==> src/rtl/dir_pkg.sv <==
// Shared joystick direction codes, their ASCII report characters and FSM state types.
package dir_pkg;

  localparam logic [3:0] DIR_NONE  = 4'b0000;
  localparam logic [3:0] DIR_RIGHT = 4'b1000;
  localparam logic [3:0] DIR_LEFT  = 4'b0100;
  localparam logic [3:0] DIR_UP    = 4'b0001;
  localparam logic [3:0] DIR_DOWN  = 4'b0010;
  localparam logic [3:0] DIR_FWD   = 4'b0011;
  localparam logic [3:0] DIR_BACK  = 4'b0110;

  localparam logic [7:0] ASCII_CR = 8'h0D;
  localparam logic [7:0] ASCII_LF = 8'h0A;

  typedef enum logic [1:0] {TX_IDLE, TX_START, TX_DATA, TX_STOP} tx_state_t;
  typedef enum logic [0:0] {RPT_IDLE, RPT_SEND} rpt_state_t;

  function automatic logic [7:0] dir_to_ascii(input logic [3:0] code);
    logic [7:0] ch;
    case (code)
      DIR_NONE:  ch = 8'h53;
      DIR_RIGHT: ch = 8'h52;
      DIR_LEFT:  ch = 8'h4C;
      DIR_UP:    ch = 8'h55;
      DIR_DOWN:  ch = 8'h44;
      DIR_FWD:   ch = 8'h46;
      DIR_BACK:  ch = 8'h42;
      default:   ch = 8'h3F;
    endcase
    return ch;
  endfunction

endpackage

==> src/rtl/uart_tx_byte.sv <==
// 8N1 byte serializer, LSB first. A new start is accepted in the last stop-bit
// cycle so consecutive frames run back-to-back.
module uart_tx_byte #(
  parameter int CLKS_PER_BIT = 868
) (
  input  logic       clk,
  input  logic       reset,
  input  logic       start,
  input  logic [7:0] data,
  output logic       tx,
  output logic       busy,
  output logic       done
);
  import dir_pkg::*;

  localparam int TW = (CLKS_PER_BIT > 1) ? $clog2(CLKS_PER_BIT) : 1;
  localparam logic [TW-1:0] LAST = TW'(CLKS_PER_BIT - 1);

  tx_state_t     state_r, state_s;
  logic [TW-1:0] timer_r, timer_s;
  logic [2:0]    bit_idx_r, bit_idx_s;
  logic [7:0]    data_r, data_s;
  logic          tx_r, tx_s;
  logic          busy_r, busy_s;
  logic          done_r, done_s;
  logic          wrap_s;

  assign tx   = tx_r;
  assign busy = busy_r;
  assign done = done_r;

  // Serializer state register; reset parks the line high at once.
  always_ff @(posedge clk or posedge reset) begin
    if (reset) begin
      state_r   <= TX_IDLE;
      timer_r   <= '0;
      bit_idx_r <= 3'd0;
      data_r    <= 8'h00;
      tx_r      <= 1'b1;
      busy_r    <= 1'b0;
      done_r    <= 1'b0;
    end else begin
      state_r   <= state_s;
      timer_r   <= timer_s;
      bit_idx_r <= bit_idx_s;
      data_r    <= data_s;
      tx_r      <= tx_s;
      busy_r    <= busy_s;
      done_r    <= done_s;
    end
  end

  // Next-state, bit timing and line value.
  always_comb begin
    state_s   = state_r;
    bit_idx_s = bit_idx_r;
    data_s    = data_r;
    tx_s      = tx_r;
    wrap_s    = (timer_r == LAST);
    timer_s   = wrap_s ? '0 : timer_r + TW'(1);
    case (state_r)
      TX_IDLE: begin
        timer_s = '0;
        if (start) begin
          state_s   = TX_START;
          data_s    = data;
          bit_idx_s = 3'd0;
          tx_s      = 1'b0;
        end else begin
          tx_s = 1'b1;
        end
      end
      TX_START: begin
        if (wrap_s) begin
          state_s   = TX_DATA;
          bit_idx_s = 3'd0;
          tx_s      = data_r[0];
        end else begin
          tx_s = 1'b0;
        end
      end
      TX_DATA: begin
        if (wrap_s && (bit_idx_r == 3'd7)) begin
          state_s = TX_STOP;
          tx_s    = 1'b1;
        end else if (wrap_s) begin
          bit_idx_s = bit_idx_r + 3'd1;
          tx_s      = data_r[bit_idx_s];
        end else begin
          tx_s = data_r[bit_idx_r];
        end
      end
      TX_STOP: begin
        if (wrap_s && start) begin
          state_s   = TX_START;
          data_s    = data;
          bit_idx_s = 3'd0;
          tx_s      = 1'b0;
        end else if (wrap_s) begin
          state_s = TX_IDLE;
          tx_s    = 1'b1;
        end else begin
          tx_s = 1'b1;
        end
      end
      default: begin
        state_s = TX_IDLE;
        tx_s    = 1'b1;
      end
    endcase
    busy_s = (state_s != TX_IDLE);
    // done is high exactly during the final stop-bit cycle.
    done_s = (state_s == TX_STOP) && (timer_s == LAST);
  end

endmodule

==> src/rtl/direction_uart_tx.sv <==
// Reports each new joystick direction as one ASCII character over UART, rate-limited
// by a holdoff. Define DIR_UART_CRLF_EN to follow every character with CR and LF.
module direction_uart_tx #(
  parameter int CLK_FREQ       = 100_000_000,
  parameter int BAUD           = 115_200,
  parameter int HOLDOFF_CYCLES = 1_000_000
) (
  input  logic       clk,
  input  logic       reset,
  input  logic [3:0] direction,
  output logic       tx,
  output logic       busy,
  output logic [3:0] last_sent
);
  import dir_pkg::*;

  localparam int CLKS_PER_BIT = CLK_FREQ / BAUD;
  localparam int HW = (HOLDOFF_CYCLES > 0) ? $clog2(HOLDOFF_CYCLES + 1) : 1;
  localparam logic [HW-1:0] HOLDOFF_LOAD = HW'(HOLDOFF_CYCLES);

  rpt_state_t    state_r, state_s;
  logic [3:0]    dir_q_r;
  logic [3:0]    last_sent_r, last_sent_s;
  logic [HW-1:0] holdoff_r, holdoff_s;
  logic          busy_r, busy_s;
  logic          start_s;
  logic [7:0]    byte_s;
  logic          ser_tx_s, ser_busy_s, ser_done_s;
`ifdef DIR_UART_CRLF_EN
  logic [1:0]    phase_r, phase_s;
`endif

  assign tx        = ser_tx_s;
  assign busy      = busy_r;
  assign last_sent = last_sent_r;

  uart_tx_byte #(.CLKS_PER_BIT(CLKS_PER_BIT)) u_ser (
    .clk   (clk),
    .reset (reset),
    .start (start_s),
    .data  (byte_s),
    .tx    (ser_tx_s),
    .busy  (ser_busy_s),
    .done  (ser_done_s)
  );

  // Direction sampling and report state registers.
  always_ff @(posedge clk or posedge reset) begin
    if (reset) begin
      state_r     <= RPT_IDLE;
      dir_q_r     <= 4'b0000;
      last_sent_r <= 4'b0000;
      holdoff_r   <= '0;
      busy_r      <= 1'b0;
`ifdef DIR_UART_CRLF_EN
      phase_r     <= 2'd0;
`endif
    end else begin
      state_r     <= state_s;
      dir_q_r     <= direction;
      last_sent_r <= last_sent_s;
      holdoff_r   <= holdoff_s;
      busy_r      <= busy_s;
`ifdef DIR_UART_CRLF_EN
      phase_r     <= phase_s;
`endif
    end
  end

  // Change detect, holdoff countdown and character sequencing.
  always_comb begin
    state_s     = state_r;
    last_sent_s = last_sent_r;
    holdoff_s   = holdoff_r;
    busy_s      = busy_r;
    start_s     = 1'b0;
    byte_s      = dir_to_ascii(dir_q_r);
`ifdef DIR_UART_CRLF_EN
    phase_s     = phase_r;
`endif
    case (state_r)
      RPT_IDLE: begin
        holdoff_s = (holdoff_r == '0) ? '0 : holdoff_r - HW'(1);
        if ((dir_q_r != last_sent_r) && (holdoff_r == '0) && !ser_busy_s) begin
          start_s     = 1'b1;
          state_s     = RPT_SEND;
          busy_s      = 1'b1;
          last_sent_s = dir_q_r;
`ifdef DIR_UART_CRLF_EN
          phase_s     = 2'd0;
`endif
        end else begin
          state_s = RPT_IDLE;
        end
      end
      RPT_SEND: begin
`ifdef DIR_UART_CRLF_EN
        if (ser_done_s && (phase_r != 2'd2)) begin
          start_s = 1'b1;
          phase_s = phase_r + 2'd1;
          byte_s  = (phase_r == 2'd0) ? ASCII_CR : ASCII_LF;
        end else if (ser_done_s) begin
          state_s   = RPT_IDLE;
          busy_s    = 1'b0;
          holdoff_s = HOLDOFF_LOAD;
        end else begin
          state_s = RPT_SEND;
        end
`else
        if (ser_done_s) begin
          state_s   = RPT_IDLE;
          busy_s    = 1'b0;
          holdoff_s = HOLDOFF_LOAD;
        end else begin
          state_s = RPT_SEND;
        end
`endif
      end
      default: begin
        state_s = RPT_IDLE;
        busy_s  = 1'b0;
      end
    endcase
  end

endmodule

==> config.mk <==
export PLATFORM = sky130hd
export DESIGN_NAME = direction_uart_tx
export DESIGN_NICKNAME = d
export VERILOG_FILES = /design/src/rtl/dir_pkg.sv /design/src/rtl/uart_tx_byte.sv /design/src/rtl/direction_uart_tx.sv
export SDC_FILE = /design/constraint.sdc
export NUM_CORES = 1
export LEC_CHECK = 0
export CAP_MARGIN = 20
export CORE_AREA = 5 5 94 96
export CTS_CLUSTER_SIZE = 30
export DETAILED_ROUTE_END_ITERATION = 8
export DIE_AREA = 0 0 99 101
export DONT_BUFFER_PORTS = 1
export GPL_ROUTABILITY_DRIVEN = 0
export PLACE_DENSITY = 0.63
export SYNTH_ARGS = -nofsm -noshare
export SYNTH_HDL_FRONTEND = slang
export SYNTH_HIERARCHICAL = 1
export SYNTH_SLANG_ARGS = --single-unit
==> constraint.sdc <==
create_clock -name clk -period 3.9 [get_ports clk]
set_input_delay 0.78 -clock clk [delete_from_list [all_inputs] [get_ports clk]]
set_output_delay 0.78 -clock clk [all_outputs]
set_load 0.03 [all_outputs]
# After elaboration in Yosys (flattened, before gate mapping)
# Index checks and enable logic that the tools add are counted.
dict set report word_totals {
  regBits 56
  elab_cells 92
}
dict set report op_classes {
  eq_ne 21
  bitwise_logic 1
  n_reduce_logical 15
  mux 38
  n_addsub 3
  order_cmp 2
}
# cell n
set op_table {}
lappend op_table {{$pmux 7 s7} 1}
lappend op_table {{$mux 20} 2}
lappend op_table {{$pmux 20 s2} 1}
lappend op_table {{$eq 10x10->1 const B} 2}
lappend op_table {{$logic_not 20->1} 1}
lappend op_table {{$mux 10} 2}
lappend op_table {{$sub 20x1->20 const B} 1}
lappend op_table {{$mux 8} 2}
lappend op_table {{$pmux 8 s2} 1}
lappend op_table {{$mux 3} 5}
lappend op_table {{$mux 1} 12}
lappend op_table {{$pmux 3 s4} 1}
lappend op_table {{$add 10x1->10 const B} 1}
lappend op_table {{$mux 2} 5}
lappend op_table {{$ne 2x1->1 const B} 5}
lappend op_table {{$eq 4x2->1 const B} 2}
lappend op_table {{$eq 4x3->1 const B} 2}
lappend op_table {{$lt 3x4->1 const B} 2}
lappend op_table {{$pmux 2 s4} 1}
lappend op_table {{$bmux 1 s3} 2}
lappend op_table {{$eq 2x2->1 const B} 3}
lappend op_table {{$logic_and 1x1->1} 5}
lappend op_table {{$reduce_and 5->1} 1}
lappend op_table {{$eq 4x1->1 const B} 1}
lappend op_table {{other kinds (15)} 19}

# Depth between registers and ports, before layout
dict set report logic_depth {
  word_depth 10
  depth_mapped 9
  ltp_nobuf 9
}

# Hierarchy
# Netlist, hierarchy kept.
# module n_inst seq_area_each_um2 cells_each area_each_um2
set by_module_without_submodules {}
lappend by_module_without_submodules {direction_uart_tx 1 750.7 169 1601.5}
lappend by_module_without_submodules {uart_tx_byte 1 651.9 125 1437.6}

# Worst setup path after synthesis
# No wires, ideal clock.
dict set report synth_path {
  kind {register -> register}
  from {register holdoff_r[4]}
  to {register u_ser.data_r[0]}
  stages_incl_launch_ff 6
  setup_time_ns 0.127
  arrival_time_ns 2.816
  n_path_buf 0
  setup_slack_ns 0.957
  required_time_ns 3.773
  cell_sequence {dfrtp_1 > nor4_1 > nand4_1 > nor4_1 > o21ai_2 > mux2_1}
}
dict set report synth_between {
  elab_chain_cells 8
  elab_cells_between_ends 9
}
# element line
set synth_rtl {}
lappend synth_rtl {{from (decl)} direction_uart_tx.sv:24} ;# logic [HW-1:0] holdoff_r, holdoff_s;
lappend synth_rtl {{from (signal assigned)} direction_uart_tx.sv:62} ;# holdoff_r <= holdoff_s;
lappend synth_rtl {{$logic_not 20->1 (*)} direction_uart_tx.sv:84} ;# if ((dir_q_r != last_sent_r) && (holdoff_r == '0) && !ser_busy_s) begin
lappend synth_rtl {{$logic_and 1x1->1 (*) (2 in a row)} direction_uart_tx.sv:84}
lappend synth_rtl {{$mux 1 (*)} direction_uart_tx.sv:84}
lappend synth_rtl {{$mux 1 (*)} direction_uart_tx.sv:81} ;# case (state_r)
lappend synth_rtl {{net start_s} direction_uart_tx.sv:26} ;# logic start_s;
lappend synth_rtl {{$logic_and 1x1->1} uart_tx_byte.sv:94} ;# if (wrap_s && start) begin
lappend synth_rtl {{$ne 2x1->1 (no line)} n/a}
lappend synth_rtl {{$reduce_and 3->1 (no line) (*)} n/a}
lappend synth_rtl {{to (signal assigned)} uart_tx_byte.sv:46} ;# data_r <= data_s;
lappend synth_rtl {{to (decl)} uart_tx_byte.sv:22} ;# logic [7:0] data_r, data_s;
# The timed path passes the listed nets; every way through them passes the cells marked *.
# A chain may end at the register's enable or synchronous reset.

# Worst setup path in the final report
dict set report layout_path {
  from {register holdoff_r[7]}
  to {register u_ser.bit_idx_r[2]}
}
dict set report layout_between {
  elab_chain_cells 8
  elab_cells_between_ends 9
}
# element line
set layout_rtl {}
lappend layout_rtl {{$logic_not 20->1 (*)} direction_uart_tx.sv:84}
lappend layout_rtl {{$logic_and 1x1->1 (*) (2 in a row)} direction_uart_tx.sv:84}
lappend layout_rtl {{$mux 1 (*)} direction_uart_tx.sv:84}
lappend layout_rtl {{$mux 1 (*)} direction_uart_tx.sv:81}
lappend layout_rtl {{net start_s} direction_uart_tx.sv:26}
lappend layout_rtl {{$logic_and 1x1->1} uart_tx_byte.sv:94}
lappend layout_rtl {{$ne 2x1->1 (no line)} n/a}
lappend layout_rtl {{$reduce_and 5->1 (no line) (*)} n/a}
lappend layout_rtl {{to (signal assigned)} uart_tx_byte.sv:45} ;# bit_idx_r <= bit_idx_s;
lappend layout_rtl {{to (decl)} uart_tx_byte.sv:21} ;# logic [2:0] bit_idx_r, bit_idx_s;
# Marks and branches as above.

==> impl_metrics.py <==
metrics = {
    "floorplan": {
        "die_w_um": 99,
        "die_h_um": 101,
        "ios": 12,
        "die-area_sq_um": 10000,
        "rows": 33,
        "core_region_area_sq_um": 7970,
        "initial_core_util_pct": 38.1,
    },
    "layout": {
        "fin_nets": 306,
        "fillers": 754,
        "drive_above_1_share_pct": 14.5,
        "stdcell_count": 401,
        "syn2layout_area_growth_pct": 7.33,
        "num_antenna_cells": 0,
    },
    "synthesis": {
        "synth_compound_area_share_pct": 12.6,
        "ys_seq_elements": 56,
        "yosysTopAreaCell": "dfrtp_1",
        "synth_common_cells": "55 x dfrtp_1, 30 x nor2_1, 15 x nand2_1, 14 x o21ai_0",
        "yosys.area_share.simple_pct": 22.6,
        "synth_top_cells_by_area": "dfrtp_1 45%, nor2_1 3.7%, mux2_2 3.0%, mux4_2 3.0%, xor2_1 2.6%",
        "synthXorXnorAreaFrac_pct": 4.03,
        "postSynthCellCount": 294,
        "synth_edf_count": 0,
        "yosysWarnings": 6,
        "synth_fa_ha_area_share_pct": 2.06,
        "synthArstFlopShare_pct": 100,
        "synth_top_area_share_pct": 45.3,
        "ys_types": 63,
        "ys_seq_area_share_pct": 46.2,
        "synth_flop_cell": "dfrtp_1",
        "avgSynthCellArea_sq_um": 10.3,
        "synthMuxAreaShare_pct": 9.30,
        "synth_most_common_cell": "dfrtp_1",
        "netlist_area_sq_um": 3040,
        "syn_nets": 305,
        "synth_top_family_by_area": "simple AND/OR/NAND/NOR gates",
    },
    "global_routing": {
        "grt_overflow": 0,
        "grt_usage_pct": 12.8,
        "grt_pass1_wl_um": 10500,
        "antenna_found_initial": 0,
        "grt_pass1_vias": 2170,
        "grt_max_degree": 27,
    },
    "worst_setup_path": {
        "worstPathArrival_ns": 2.88,
        "crit_chain": "or4_4 > nor2_1 > nand4_1 > nor4_1 > buf_4 > nand2b_1 > a21oi_1 > nor2_1 > a32o_1",
        "timing.critical_path.from": "holdoff_r[7]",
        "reg2reg_from": "holdoff_r[7]",
        "cp.required_ns": 4.10,
        "critPathMaxFanout": 8,
        "cp-start-kind": "flip-flop",
        "cp_slowest_cell": "or4_4",
        "r2r_slack_ns": 1.22,
        "reg2reg_depth": 9,
        "crit_type": "flip-flop to flip-flop",
        "end_kind": "flip-flop",
        "worstReg2RegEnd": "u_ser/bit_idx_r[2]",
        "cpMostUsedCell": "nor2_1",
        "max_stage_delay_ns": 0.56,
        "endpoint": "u_ser/bit_idx_r[2]",
    },
    "pwr": {
        "vdd_drop_max_v": 0.000211,
        "finalPower_mw": 1.59,
        "p_leak_nw": 1.37,
        "power_density_nw_per_um2": 488,
    },
    "cts": {
        "numCtsBuffers": 5,
        "ctsResizeCount": 0,
        "clock_path_buffers": 2,
        "cts_tree": "yes",
        "root_buffer": "clkbuf_8",
        "postCtsHoldBufs": 0,
        "numClockSinks": 56,
        "clk-insertion-delay-late_ns": 0.31,
        "clkTransAtPathRegs_ns": 0.10,
        "cts_max_level": 2,
        "cts_setup_buffers": 0,
    },
    "sta": {
        "period_share_pct": 68.7,
        "setup_viol": 0,
        "rsz0062_at_grt": "no",
        "hold_slack_ns": 0.244,
        "fmax_mhz": 373,
        "worst_slew_pin_slew_ns": 0.590,
        "final-max-slew-violation-count": 0,
        "setup_tns_ns": 0,
        "fin_skew_ns": 0.00440,
        "slew_headroom_pct": 60.7,
        "hold_viol": 0,
        "post-route-min-period_ns": 2.68,
    },
    "place": {
        "port_buffers": 0,
        "dp_cells": 392,
        "post-dp-hpwl_um": 4280,
    },
    "route": {
        "vias": 2145,
        "via_per_inst": 5.35,
        "wl_per_cell_um": 14.7,
        "ant_nets": 0,
        "totalWireLength_um": 5880,
        "dr.first_iter.drc_count": 88,
        "drc": 0,
        "dr.pass1.iters": 4,
    },
    "run": {
        "maxCapViolCount": 0,
    },
    "outcome": {
        "status": "complete, no violations",
    },
    "min_path": {
        "worstHoldPathType": "input pin to asynchronous set/reset pin",
    },
}
## worst max-delay path: cells and delay by family (launching register included)
family / cells / cell delay, ns
buf+inv: 1 / 0.20
flops: 1 / 0.44
simple gates: 6 / 1.52
compound gates: 2 / 0.42
## cells in the final DEF, fill, tap and decap left out, types with 6 or more instances in the layout
| cell type | synthesis | layout |
|---|---|---|
| dfrtp_1 | 55 | 55 |
| nor2_1 | 30 | 30 |
| nand2_1 | 15 | 15 |
| o21ai_0 | 14 | 14 |
| nand3_1 | 13 | 13 |
| a21oi_1 | 13 | 13 |
| inv_1 | 11 | 11 |
| xor2_1 | 9 | 9 |
| nor4_1 | 8 | 8 |
| nor3_1 | 8 | 8 |
| mux2_2 | 8 | 8 |
| clkbuf_8 | 0 | 6 |
## state kept, by name, indices dropped and copies added, names as in the netlist, 2 cells and up
signal           cells
holdoff_r           20
u_ser/timer_r       10
u_ser/data_r         8
dir_q_r              4
last_sent            4
u_ser/bit_idx_r      3
u_ser/state_r        2
## layout make-up
class | instances | area, sq um | area share [%]
multi-input cells | 217 | 1540 | 47.3
clock buffers | 7 | 86.3 | 2.65
clock inverters | 1 | 7.51 | 0.230
inverters | 11 | 41.3 | 1.27
flip-flops and latches | 56 | 1400 | 43.0
well taps | 105 | 131 | 4.03
repair buffers | 4 | 50.0 | 1.53
## per-stage QoR
step           instance area, sq um  worst slack [ns]  utilization, %
2_1_floorplan                  3040             0.957               -
3_3_place_gp                   3140              1.33            39.4
3_5_place_dp                   3140              1.27            39.4
4_1_cts                        3230              1.24            40.6
5_1_grt                        3260             0.985            40.9
6_report                       3260              1.22            40.9
## power by group
part	switching [mW]	internal, mW
Combinational	0.220	0.200
Sequential	0.153	0.690
Clock	0.184	0.145
## metal layers
metal  wire [um]  track usage [%]
met1        2650             17.0
met2        2940             21.1
met3         222             3.11
met5           0                0
met4          68             3.26
## cell families after synthesis
kind of cell	count (synthesis)
muxes	20
AOI/OAI and AO/OA	58
other	1
adders and majority gates	5
DFF	56
buffers and inverters	21
and+or+nand+nor	119
xor gates and xnor gates	14
## worst min path at each step
| stage | from | endpoint | slack [ns] | cells after the start |
|---|---|---|---|---|
| 2_1_floorplan | holdoff_r[12] | holdoff_r[12] | 0.44 | 1 |
| 3_3_place_gp | holdoff_r[12] | holdoff_r[12] | 0.47 | 1 |
| 3_5_place_dp | holdoff_r[12] | holdoff_r[12] | 0.47 | 1 |
| 4_1_cts | reset | state_r | 0.40 | 1 |
| 5_1_grt | reset | u_ser/data_r[2] | 0.21 | 1 |
| 6_report | reset | u_ser/data_r[2] | 0.24 | 1 |
Power figures use the tool's default switching activity.
